[src/rtl/dcache_mem_port_if.sv]
// Sysbus request/response channel between the line engine (master) and memory (slave).
// Request side is valid/ack; response side is valid with a combinational ack from the master.
interface dcache_mem_port_if #(
  parameter int BUS_DATA_WIDTH = 64,
  parameter int BUS_TAG_WIDTH  = 13
) ();
  logic                      reqcyc;
  logic                      reqack;
  logic [BUS_DATA_WIDTH-1:0] req;
  logic [BUS_TAG_WIDTH-1:0]  reqtag;
  logic                      respcyc;
  logic                      respack;
  logic [BUS_DATA_WIDTH-1:0] resp;
  logic [BUS_TAG_WIDTH-1:0]  resptag;

  modport master (
    output reqcyc, req, reqtag, respack,
    input  reqack, respcyc, resp, resptag
  );

  modport slave (
    input  reqcyc, req, reqtag, respack,
    output reqack, respcyc, resp, resptag
  );
endinterface

[src/rtl/dcache_mem_port.sv]
// Moves one 8-beat cache line per request between the L1 dcache and the Sysbus (refill or writeback).
// Latency: writeback 10 cycles on a zero-wait bus; beats stall on reqack/respcyc; later requests ignored until IDLE.
module dcache_mem_port #(
  parameter int                       BUS_DATA_WIDTH = 64,
  parameter int                       BUS_TAG_WIDTH  = 13,
  parameter logic [BUS_TAG_WIDTH-1:0] READ_TAG       = 13'h1100,
  parameter logic [BUS_TAG_WIDTH-1:0] WRITE_TAG      = 13'h1101
) (
  input  logic                        clk,
  input  logic                        reset,
  input  logic                        in_req_read,
  input  logic                        in_req_writeback,
  input  logic [63:0]                 in_address,
  input  logic [8*BUS_DATA_WIDTH-1:0] in_wb_data,
  output logic [8*BUS_DATA_WIDTH-1:0] out_data,
  output logic [9:0]                  out_offset,
  output logic [9:0]                  out_offset_write,
  output logic                        out_busy,
  dcache_mem_port_if.master           bus
);

  localparam int         LINE_W = 8 * BUS_DATA_WIDTH;
  localparam logic [9:0] STEP   = 10'(BUS_DATA_WIDTH);

  typedef enum logic [2:0] {
    IDLE, WB_ADDR, WB_DATA, WB_DONE, RD_ADDR, RD_DATA, RD_DONE
  } state_t;

  state_t                    state_q, state_n;
  logic [2:0]                cnt_q, cnt_n, cnt_inc;
  logic [LINE_W-1:0]         line_q, line_n;
  logic [LINE_W-1:0]         data_q, data_n;
  logic [9:0]                off_q, off_n;
  logic [9:0]                offw_q, offw_n;
  logic                      busy_q;
  logic                      reqcyc_q, reqcyc_n;
  logic [BUS_DATA_WIDTH-1:0] req_q, req_n;
  logic [BUS_TAG_WIDTH-1:0]  reqtag_q, reqtag_n;
  logic                      take;

  assign cnt_inc = cnt_q + 3'd1;
  assign take    = (state_q == RD_DATA) && bus.respcyc && (bus.resptag == READ_TAG);

  assign bus.respack      = take;
  assign bus.reqcyc       = reqcyc_q;
  assign bus.req          = req_q;
  assign bus.reqtag       = reqtag_q;
  assign out_data         = data_q;
  assign out_offset       = off_q;
  assign out_offset_write = offw_q;
  assign out_busy         = busy_q;

  always_comb begin
    state_n  = state_q;
    cnt_n    = cnt_q;
    line_n   = line_q;
    data_n   = data_q;
    off_n    = off_q;
    offw_n   = offw_q;
    reqcyc_n = reqcyc_q;
    req_n    = req_q;
    reqtag_n = reqtag_q;

    case (state_q)
      IDLE: begin
        off_n    = '0;
        offw_n   = '0;
        cnt_n    = '0;
        reqcyc_n = 1'b0;
        req_n    = '0;
        reqtag_n = '0;
        // Writeback wins so a dirty victim leaves before its refill overwrites the set.
        if (in_req_writeback) begin
          state_n  = WB_ADDR;
          line_n   = in_wb_data;
          reqcyc_n = 1'b1;
          req_n    = BUS_DATA_WIDTH'({in_address[63:6], 6'b0});
          reqtag_n = WRITE_TAG;
        end else if (in_req_read) begin
          state_n  = RD_ADDR;
          reqcyc_n = 1'b1;
          req_n    = BUS_DATA_WIDTH'({in_address[63:6], 6'b0});
          reqtag_n = READ_TAG;
        end
      end
      WB_ADDR: begin
        if (bus.reqack) begin
          state_n = WB_DATA;
          cnt_n   = '0;
          req_n   = line_q[BUS_DATA_WIDTH-1:0];
        end
      end
      WB_DATA: begin
        if (bus.reqack) begin
          offw_n = offw_q + STEP;
          if (cnt_q == 3'd7) begin
            state_n  = WB_DONE;
            cnt_n    = '0;
            reqcyc_n = 1'b0;
            req_n    = '0;
            reqtag_n = '0;
          end else begin
            cnt_n = cnt_inc;
            req_n = line_q[int'(cnt_inc) * BUS_DATA_WIDTH +: BUS_DATA_WIDTH];
          end
        end
      end
      WB_DONE: begin
        state_n = IDLE;
        offw_n  = '0;
      end
      RD_ADDR: begin
        if (bus.reqack) begin
          state_n  = RD_DATA;
          reqcyc_n = 1'b0;
          req_n    = '0;
          reqtag_n = '0;
        end
      end
      RD_DATA: begin
        if (take) begin
          data_n[int'(cnt_q) * BUS_DATA_WIDTH +: BUS_DATA_WIDTH] = bus.resp;
          off_n = off_q + STEP;
          cnt_n = cnt_inc;
          if (cnt_q == 3'd7) state_n = RD_DONE;
        end
      end
      RD_DONE: begin
        state_n = IDLE;
        off_n   = '0;
      end
      default: state_n = IDLE;
    endcase
  end

  always_ff @(posedge clk) begin
    if (!reset) begin
      state_q  <= IDLE;
      cnt_q    <= '0;
      line_q   <= '0;
      data_q   <= '0;
      off_q    <= '0;
      offw_q   <= '0;
      busy_q   <= 1'b0;
      reqcyc_q <= 1'b0;
      req_q    <= '0;
      reqtag_q <= '0;
    end else begin
      state_q  <= state_n;
      cnt_q    <= cnt_n;
      line_q   <= line_n;
      data_q   <= data_n;
      off_q    <= off_n;
      offw_q   <= offw_n;
      busy_q   <= (state_n != IDLE);
      reqcyc_q <= reqcyc_n;
      req_q    <= req_n;
      reqtag_q <= reqtag_n;
    end
  end

endmodule

[src/flat_wrapper.sv]
// flat-port wrapper written by rule: the top's interface ports become plain ports
module dcache_mem_port_flat 
#(
  parameter int                       BUS_DATA_WIDTH = 64,
  parameter int                       BUS_TAG_WIDTH  = 13,
  parameter logic [BUS_TAG_WIDTH-1:0] READ_TAG       = 13'h1100,
  parameter logic [BUS_TAG_WIDTH-1:0] WRITE_TAG      = 13'h1101
)
  (clk, reset, in_req_read, in_req_writeback, in_address, in_wb_data, out_data, out_offset, out_offset_write, out_busy, bus_reqcyc, bus_req, bus_reqtag, bus_respack, bus_reqack, bus_respcyc, bus_resp, bus_resptag);
  dcache_mem_port_if #(.BUS_DATA_WIDTH(BUS_DATA_WIDTH), .BUS_TAG_WIDTH(BUS_TAG_WIDTH)) bus_i ();
  input  logic clk;
  input  logic reset;
  input  logic in_req_read;
  input  logic in_req_writeback;
  input  logic [63:0] in_address;
  input  logic [8*BUS_DATA_WIDTH-1:0] in_wb_data;
  output logic [8*BUS_DATA_WIDTH-1:0] out_data;
  output logic [9:0] out_offset;
  output logic [9:0] out_offset_write;
  output logic out_busy;
  output wire logic [$bits(bus_i.reqcyc)-1:0] bus_reqcyc;
  output wire logic [$bits(bus_i.req)-1:0] bus_req;
  output wire logic [$bits(bus_i.reqtag)-1:0] bus_reqtag;
  output wire logic [$bits(bus_i.respack)-1:0] bus_respack;
  input wire logic [$bits(bus_i.reqack)-1:0] bus_reqack;
  input wire logic [$bits(bus_i.respcyc)-1:0] bus_respcyc;
  input wire logic [$bits(bus_i.resp)-1:0] bus_resp;
  input wire logic [$bits(bus_i.resptag)-1:0] bus_resptag;
  assign bus_reqcyc = bus_i.reqcyc;
  assign bus_req = bus_i.req;
  assign bus_reqtag = bus_i.reqtag;
  assign bus_respack = bus_i.respack;
  assign bus_i.reqack = bus_reqack;
  assign bus_i.respcyc = bus_respcyc;
  assign bus_i.resp = bus_resp;
  assign bus_i.resptag = bus_resptag;
  dcache_mem_port #(.BUS_DATA_WIDTH(BUS_DATA_WIDTH), .BUS_TAG_WIDTH(BUS_TAG_WIDTH), .READ_TAG(READ_TAG), .WRITE_TAG(WRITE_TAG)) u_core (.clk(clk), .reset(reset), .in_req_read(in_req_read), .in_req_writeback(in_req_writeback), .in_address(in_address), .in_wb_data(in_wb_data), .out_data(out_data), .out_offset(out_offset), .out_offset_write(out_offset_write), .out_busy(out_busy), .bus(bus_i));
endmodule
[config.mk]
export PLATFORM = sky130hd
export DESIGN_NAME = dcache_mem_port_flat
export DESIGN_NICKNAME = d
export VERILOG_FILES = /design/src/rtl/dcache_mem_port_if.sv /design/src/rtl/dcache_mem_port.sv /design/src/flat_wrapper.sv
export SDC_FILE = /design/constraint.sdc
export NUM_CORES = 2
export LEC_CHECK = 0
export BUFFER_PORTS_ARGS = -buffer_cell sky130_fd_sc_hd__buf_2
export CAP_MARGIN = 20
export CORE_AREA = 2 2 497 499
export CTS_BUF_LIST = sky130_fd_sc_hd__clkbuf_4 sky130_fd_sc_hd__clkbuf_8 sky130_fd_sc_hd__clkbuf_16
export DETAILED_ROUTE_END_ITERATION = 10
export DIE_AREA = 0 0 499 501
export GPL_TIMING_DRIVEN = 1
export PLACE_DENSITY = 0.36
export SYNTH_ARGS = -nofsm -noshare
export SYNTH_HDL_FRONTEND = slang
export SYNTH_SLANG_ARGS = --single-unit
[constraint.sdc]
create_clock -name clk -period 8.07 [get_ports clk]
set_clock_uncertainty 0.15 [all_clocks]
set_input_delay 0.4035 -clock clk [delete_from_list [all_inputs] [get_ports clk]]
set_output_delay 0.4035 -clock clk [all_outputs]
set_load 0.01 [all_outputs]
==> results.toml <==
[drt]
detailroute.via_count = 42500
drt-vias-per-instance = 4.28
dr.pass1.iters = 8
wl_per_cell_um = 23.2
wl_um = 231000
drc = 0
drt_iter0_drc = 2830
detail-route-antenna-nets = 0

[floorplan]
die-area_sq_um = 250000
ios = 1271
die_y_um = 501
die_w_um = 499
placement_rows = 182
core_area_sq_um = 245000
initial_core_util_pct = 18.2

[power_and_ir_drop]
peakVddDrop_mv = 0.183
p_leak_nw = 27.1
p_clk_share_pct = 45.2
p_seq_share_pct = 41.4
post-layout-total-power_mw = 14.2
power_frac_comb_pct = 13.4
powerDensity_nw_per_um2 = 220
netSwitchingPower_mw = 4.04
power.internal_mw = 10.2
switching_share_pct = 28.4

[yosys]
ys.flop_type = "dfxtp_1"
synth_cell_types = 59
synth_top_area_share_pct = 49.6
synth_edf_count = 0
synthTopCellsByArea = "dfxtp_1 (50%), nand2_1 (14%), mux2i_1 (12%)"
syn_inst = 4891
async_flop_share_pct = 0
synth_area_sq_um = 44600
synth_top_area_cell = "dfxtp_1"
ys_seq_elements = 1105
synth_area_per_cell_sq_um = 9.12
ys_seq_area_share_pct = 49.6
yosys_warnings = 0

[cells_and_area]
drive_above_1_share_pct = 25.6
fin_util_pct = 26.5
nets = 7218
fillers = 26700
syn_to_final_growth_pct = 45.1

[clock_tree]
path_clk_slew_ns = 0.06
cts_tree = "done"
cts_sinks = 1105
post_cts_buffers = 0
cts_max_path_buffers = 3
clkLatencyLatePin_ns = 0.78
numCtsBuffers = 142
htreeDepth = 4
cts_resized = 0
cts-root-buf = "clkbuf_16"
cts_hold_buf = 645

[timing]
tns_ns = 0
hold_violations = 0
slew_violations = 0
rsz0062_at_grt = "false"
tightest_slew_ns = 1.21
fin_crit_ns = 3.86
max_freq_mhz = 259
final_min_period_over_clock_period_pct = 47.9
worst_slew_margin_rel_pct = 19.6
setup_violations = 0
holdWs_ns = 0.149

[status]
status = "finished, final reports clean"

[critical_path]
cp_top_family = "buffers and inverters"
cp-start-kind = "register"
crit_path_end_kind = "register"
cp_num_buf_inv = 2
required_ns = 8.60
cp.arrival_ns = 4.39
max_stage_delay_ns = 0.84
path_class = "register to register"
crit_slowest_cell = "and4_4"
cp_cell_sequence = "inv_1 -> ha_4 -> and4_4 -> buf_4 -> mux2i_1"
path_max_fanout = 38

[job]
cap_viol_max_count = 0

[global_route]
grt_max_degree = 188
grt_pass1_vias = 43000
grt_pass1_wl_um = 324000
grt_overflow = 0
antenna_found_initial = 86
grt_use_total_pct = 17.8

[min_path]
holdCritPathClass = "primary input to register"

[place]
finalWeightedCongestion = 0.805
numPortBuffers = 1242
dpl.hpwl_um = 166000
kinds of logic (layout without fill, tap and decap cells):
group | count (synthesis) | count (layout) | share of synthesized area, %
and+or+nand+nor | 1823 | 1823 | 16.0
DFF | 1105 | 1105 | 49.6
AOI/OAI and AO/OA | 853 | 853 | 11.3
muxes | 643 | 643 | 18.0
buffers and inverters | 457 | 2202 | 4.91
adders and majority gates | 6 | 6 | 0.168
xor gates and xnor gates | 3 | 3 | 0.0589
other | 1 | 76 | 0.00840
per-stage QoR:
stage | std cells | worst slack (ns) | area (sq um)
4_1_cts | 9877 | 4.04 | 64600
3_3_place_gp | 8984 | 4.11 | 53500
6_report | 9931 | 4.21 | 64800
2_1_floorplan | 4912 | 5.34 | 44700
3_5_place_dp | 8984 | 4.08 | 53500
5_1_grt | 9914 | 3.88 | 64700
cell usage in the layout, fill, tap and decap left out, drive strengths merged, types with 7 or more instances in the layout:
master	count
dlygate4sd3	645
buf	1301
a311oi	7
a21oi	581
clkinv	21
nor3	13
dfxtp	1105
conb	22
o21ai	64
nand2	1691
inv	18
diode	54
a211o	59
o31ai	61
mux2i	515
a222oi	58
mux4	128
clkbuf	215
nand3	60
nor2	15
cell usage after synthesis, types with 36 or more instances:
cell,number
nand2_1,1691
buf_4,36
buf_2,118
a21oi_1,581
o31ai_1,61
mux4_2,128
a222oi_1,58
a211o_1,59
mux2i_1,515
clkbuf_1,265
dfxtp_1,1105
nand3_1,60
o21ai_0,64
path summary, 6_finish.rpt:
| kind | start | endpoint | slack, ns | cells after the start |
|---|---|---|---|---|
| hold reg to reg | u_core.line_q[223] | u_core.line_q[223] | 0.30 | 2 |
| setup / recovery | u_core.cnt_q[0] | u_core.out_data[402] | 4.21 | 5 |
| hold / removal | bus_resptag[0] | u_core.out_data[212] | 0.15 | 5 |
| setup reg to reg | u_core.cnt_q[0] | u_core.out_data[402] | 4.21 | 5 |
layer usage:
metal	track usage [%]	wire length (um)	vias to the layer above
li1	-	-	20100
met1	21.1	95200	20600
met2	31.0	112000	1392
met3	4.75	15600	337
met4	5.67	7470	48
met5	0	271	-
layout make-up:
cell class | instances | area (sq um) | area share (%)
clock inverter | 33 | 390 | 0.603
tap | 3220 | 4030 | 6.22
inverter | 8 | 37.5 | 0.0580
multi-input combinational | 3350 | 20500 | 31.7
clock buffer | 215 | 4270 | 6.60
antenna | 54 | 135 | 0.209
sequential | 1105 | 22100 | 34.2
timing repair buffer | 1946 | 13300 | 20.5
worst min-delay path: cells and delay by family:
family | cells | cell delay (ns)
buffers and inverters | 2 | 0.26
AND/OR/NAND/NOR | 2 | 0.20
multiplexers | 1 | 0.15
power groups by stage:
stage / Clock (mW) / Combinational [mW] / Sequential, mW
CTS: 6.65 / 1.94 / 5.90
global route: 6.87 / 2.08 / 5.93
floorplan: 0 / 0.955 / 5.95
detailed placement: 0 / 1.66 / 6.02
global placement: 0 / 1.66 / 6.01
finish: 6.43 / 1.91 / 5.90
flip-flops by register name, summed over array words and instances, names as in the netlist:
signal,cells
u_core.state_q,3
u_core.out_data,512
u_core.cnt_q,3
u_core.out_busy,1
u_core.bus.reqtag,2
u_core.out_offset_write,4
u_core.line_q,512
u_core.out_offset,4
u_core.bus.req,64
No activity file was read; power rests on OpenSTA's default activity.
